$ cat src/rtl/irq_service_master.sv
// APB master that re-arms a counter slave, then services its level interrupt
// with a programmable ack delay, repeating until the requested count is reached.
module irq_service_master #(
  parameter logic [31:0] CTRL_ADDR = 32'h0000_0004,
  parameter logic [31:0] CTRL_DATA = 32'h0000_0001,
  parameter logic [15:0] TIMEOUT   = 16'd1000
) (
  input  logic        PCLK,
  input  logic        PRESETn,
  input  logic        start,
  input  logic [7:0]  target_count,
  input  logic [7:0]  service_delay,
  output logic        PSEL,
  output logic        PENABLE,
  output logic        PWRITE,
  output logic [31:0] PADDR,
  output logic [31:0] PWDATA,
  input  logic [31:0] PRDATA,
  input  logic        PREADY,
  input  logic        PSLVERR,
  input  logic        irq,
  output logic        ack_out,
  output logic        busy,
  output logic        done,
  output logic        error,
  output logic [8:0]  serviced_count
);

  typedef enum logic [2:0] {
    IDLE, SETUP, ACCESS, WAIT_IRQ, DELAY, WAIT_LOW, DONE, ERR
  } state_t;

  state_t      state, state_next;
  logic [7:0]  target_q;
  logic [7:0]  delay_q;
  logic [7:0]  dly_cnt;
  logic [15:0] tmo_cnt;
  logic [8:0]  target_full;
  logic [8:0]  count_inc;
  logic        start_ok;
  logic        tmo_hit;
  logic        unused_prdata;

  assign unused_prdata = ^PRDATA;
  // A latched target of zero stands for a full run of 256 services.
  assign target_full   = (target_q == 8'd0) ? 9'd256 : {1'b0, target_q};
  assign count_inc     = serviced_count + 9'd1;
  assign start_ok      = start && (state == IDLE || state == ERR);
  assign tmo_hit       = (tmo_cnt == TIMEOUT - 16'd1);

  always_ff @(posedge PCLK or negedge PRESETn) begin
    if (!PRESETn) state <= IDLE;
    else          state <= state_next;
  end

  always_comb begin
    state_next = state;
    case (state)
      IDLE, ERR: if (start) state_next = SETUP;
      SETUP:     state_next = ACCESS;
      ACCESS:    if (PREADY) state_next = PSLVERR ? ERR : WAIT_IRQ;
      WAIT_IRQ: begin
        if (irq)          state_next = (delay_q == 8'd0) ? WAIT_LOW : DELAY;
        else if (tmo_hit) state_next = ERR;
      end
      DELAY:     if (dly_cnt <= 8'd1) state_next = WAIT_LOW;
      WAIT_LOW: begin
        if (!irq)         state_next = (count_inc == target_full) ? DONE : SETUP;
        else if (tmo_hit) state_next = ERR;
      end
      DONE:      state_next = IDLE;
      default:   state_next = IDLE;
    endcase
  end

  always_comb begin
    PSEL    = (state == SETUP) || (state == ACCESS);
    PENABLE = (state == ACCESS);
    PWRITE  = PSEL;
    ack_out = (state == WAIT_LOW);
    busy    = (state != IDLE) && (state != ERR);
    done    = (state == DONE);
    error   = (state == ERR);
  end

  always_ff @(posedge PCLK or negedge PRESETn) begin
    if (!PRESETn) begin
      target_q       <= '0;
      delay_q        <= '0;
      dly_cnt        <= '0;
      tmo_cnt        <= '0;
      serviced_count <= '0;
      PADDR          <= '0;
      PWDATA         <= '0;
    end else begin
      if (start_ok) begin
        target_q       <= target_count;
        delay_q        <= service_delay;
        serviced_count <= '0;
      end else if (state == WAIT_LOW && !irq) begin
        serviced_count <= count_inc;
      end
      // Address/data are loaded once per transfer and then held across idle states.
      if (state_next == SETUP) begin
        PADDR  <= CTRL_ADDR;
        PWDATA <= CTRL_DATA;
      end
      if (state == WAIT_IRQ)   dly_cnt <= delay_q;
      else if (state == DELAY) dly_cnt <= dly_cnt - 8'd1;
      // Any state change restarts the wait budget, so each wait state gets a fresh TIMEOUT.
      if (state_next != state)
        tmo_cnt <= '0;
      else if (state == WAIT_IRQ || state == WAIT_LOW)
        tmo_cnt <= tmo_cnt + 16'd1;
    end
  end

endmodule

$ cat config.mk
export PLATFORM = sky130hd
export DESIGN_NAME = irq_service_master
export DESIGN_NICKNAME = d
export VERILOG_FILES = /design/src/rtl/irq_service_master.sv
export SDC_FILE = /design/constraint.sdc
export NUM_CORES = 1
export LEC_CHECK = 0
export ABC_AREA = 1
export CAP_MARGIN = 20
export CORE_AREA = 2 2 112 103
export CTS_CLUSTER_DIAMETER = 30
export DETAILED_ROUTE_END_ITERATION = 10
export DIE_AREA = 0 0 114 105
export PLACE_DENSITY_LB_ADDON = 0.05
export RECOVER_POWER = 100
export SLEW_MARGIN = 20
export SYNTH_ARGS = -nofsm -noshare
export SYNTH_HDL_FRONTEND = slang
export SYNTH_SLANG_ARGS = --single-unit
$ cat constraint.sdc
create_clock -name PCLK -period 1.93 [get_ports PCLK]
set_input_delay 0.2895 -clock PCLK [delete_from_list [all_inputs] [get_ports PCLK]]
set_output_delay 0.2895 -clock PCLK [all_outputs]
set_load 0.02 [all_outputs]
==> results.sh <==
export IMPL_slew_headroom_pct=48.85
export IMPL_drv_cap=0
export IMPL_cts_buffers=5
export IMPL_ios=134
export IMPL_critical_path_max_stage_delay_ps=450
export IMPL_critPathSlowestCell="dfrtp_2"
export IMPL_period_share_pct=109.6
export IMPL_fmax_mhz=472.9
export IMPL_power_density_nw_per_um2=1211
export IMPL_cp_data_arrival_time_ps=2330
export IMPL_grt_pass1_wl_um=14520
export IMPL_pre_cts_ws_ps=-283.8
export IMPL_gp_congestion=0.7923
export IMPL_viasPerCell=4.433
export IMPL_fin_cells=713
export IMPL_portBuffers=39
export IMPL_die_height_um=105
export IMPL_min_period_ps=2115
export IMPL_fin_ws_ps=-184.5
export IMPL_cp_start_kind="flop"
export IMPL_firstDrtPassIters=6
export IMPL_dpl_cell_count=698
export IMPL_wire_per_inst_um=12.41
export IMPL_wl_um=8848
export IMPL_grt_total_usage_pct=15.12
export IMPL_synth_top_area_share_pct=35.67
export IMPL_yosysSeqAreaShare_pct=35.67
export IMPL_ys_ff_latch=53
export IMPL_cts_tree="built"
export IMPL_syn_inst=479
export IMPL_syn_area_um2=3719
export IMPL_grt_overflow_total=0
export IMPL_via_count=3161
export IMPL_hp_start="delay_q[3]"
export IMPL_r2r_start="serviced_count[0]"
export IMPL_clk_pin_slew_worst_paths_ps=70
export IMPL_grt_pass1_vias=3049
export IMPL_rsz0062_at_grt="true"
export IMPL_min_path_type="reg2reg"
export IMPL_core_area_um2=10720
export IMPL_fin_util_pct=44.12
export IMPL_clock_latency_ps=290
export IMPL_postRouteAntennaNets=0
export IMPL_hold_viol=0
export IMPL_drtIter0Drc=116
export IMPL_synth_area_leaders="dfrtp_1, buf_4, nand2_1"
export IMPL_ys_async_sr_fraction_pct=100.0
export IMPL_outcome="finished with violations"
export IMPL_cts_root_buf="clkbuf_16"
export IMPL_rr_worst_depth=14
export IMPL_die_area_um2=11970
export IMPL_fp_dieW_um=114
export IMPL_critical_path_peak_fanout=16
export IMPL_cp_required_ps=2150
export IMPL_cp_cell_sequence="ha_4 > inv_2 > a21oi_2 > nand3_1 > nor2_2 > nand3_2 > nor2_2 > nand3_2 > nand2_1 > nand2_2 > nand4_1 > nand2_2 > buf_12 > nor3_4"
export IMPL_route_detailed_drc=0
export IMPL_drive_gt1_share_pct=23.79
export IMPL_dp_hpwl_um=6721
export IMPL_synthTopCellsByCount="nand2_1, buf_4, inv_1"
export IMPL_peakVddDrop_mv=0.7585
export IMPL_syn_to_final_growth_pct=27.19
export IMPL_row_count=36
export IMPL_synth_edf_count=0
export IMPL_drv_slew=0
export IMPL_yosysMostFrequentCell="nand2_1"
export IMPL_skew_ps=5.132
export IMPL_finalSetupViolations=26
export IMPL_fin_nets=637
export IMPL_synth_distinct_cells=41
export IMPL_worst_setup_path_type="reg2reg"
export IMPL_violations="setup timing"
export IMPL_endpoint_kind="flop"
export IMPL_cts_path_max_buffers=2
export IMPL_worst_pin_slew_ps=767.2
export IMPL_setup_worst_path_start="serviced_count[0]"
export IMPL_grt_max_degree=54
export IMPL_antenna_cells=0
export IMPL_h_tree_depth=2
export IMPL_synth_area_per_cell_um2=7.763
export IMPL_yosysWarnings=0
export IMPL_antenna_found_initial=0
export IMPL_leakagePower_uw=0.002262
export IMPL_reg2reg_slack_ps=-180
export IMPL_ys_flop_type="dfrtp_1"
export IMPL_yosys_area_top_type="dfrtp_1"
export IMPL_clkSinkCount=53
export IMPL_hold_path_depth=2
export IMPL_initial_core_util_pct=34.69
-- what timing repair did --
item                                    4_1_cts  5_1_grt
resized for setup                            23       18
hold buffers                                  1        0
cloned                                        1        0
buffers inserted                              3        2
hold endpoints to repair                     14        0
pin swaps                                     6        6
endpoints found under the setup margin       25       22
-- sequential cells by signal, indices dropped and copies added (netlist names) --
signal,count
delay_q,8
serviced_count,9
state,3
target_q,8
dly_cnt,8
PWDATA,1
tmo_cnt,16
-- report_power, final --
| group | leakage, uW | internal, uW | switching [uW] | total [uW] |
|---|---|---|---|---|
| clock network | 0.0000706 | 478 | 412 | 891 |
| logic | 0.00150 | 1180 | 2000 | 3180 |
| registers | 0.000689 | 1410 | 247 | 1660 |
| total | 0.00226 | 3060 | 2660 | 5730 |
-- kinds of logic after synthesis --
| family | synth area share (%) |
|---|---|
| buffers and inverters | 20.46 |
| XOR/XNOR | 2.591 |
| adder cells (fa/ha/maj) | 1.346 |
| other | 0.1008 |
| flip-flops | 35.67 |
| AO/OA/AOI/OAI | 7.907 |
| AND/OR/NAND/NOR | 31.93 |
-- final timing paths --
| check | endpoint |
|---|---|
| worst max-delay path | tmo_cnt[11] |
| worst max register to register | tmo_cnt[11] |
| max in group asynchronous | state[0] |
| min in group asynchronous | serviced_count[0] |
| worst min register to register | delay_q[3] |
| worst min-delay path | delay_q[3] |
-- area by class of cell --
type	count	area (um^2)
Clock buffer	6	128.9
Clock inverter	2	10.01
Fill cell	1099	5991
Inverter	63	239.0
Multi-Input combinational cell	355	2016
Sequential cell	53	1330
Tap cell	133	166.4
Timing Repair Buffer	101	839.6
-- cell usage in the layout, fill, tap and decap left out, types with 5 or more instances in the layout --
master	count
nor4_1	5
nand2_1	104
buf_4	50
o22ai_1	9
nand3_1	26
nor2_1	20
o21ai_0	17
xor2_1	8
conb_1	62
inv_2	6
dfrtp_1	50
nand2_2	18
nand4_1	8
clkbuf_16	5
dlygate4sd3_1	8
nor3_1	8
clkdlybuf4s50_1	24
inv_1	56
nor3_2	14
nand3_2	6
clkbuf_1	5
-- layer usage --
layer	vias to the layer above	share of wire [%]	wire length, um	GRT usage, %
li1	1618	-	-	-
met1	1469	50	4452	22.05
met2	68	45	4005	23.55
met3	6	3.8	332	2.784
met4	0	0.64	57	2.613
met5	-	0	0	0
-- worst max-delay path: cells and delay by family (launching register included) --
family	cells	cell delay, ps
simple gates	10	990
buf+inv	2	210
flops	1	450
compound gates	1	100
fa+ha+maj	1	280
-- stage by stage --
step                hold slack [ps]  area [um^2]  TNS [ps]  power [uW]
CTS                           510.1         4692     -2957        5701
finish                        508.5         4730     -3095        5726
global placement              322.2         4442     -3018        4572
detailed placement            318.0         4442     -4075        4588
global route                  527.2         4730     -7313        6180
floorplan                    -6.091         3966    -572.7        3663
(Power assumes the default switching activity.)
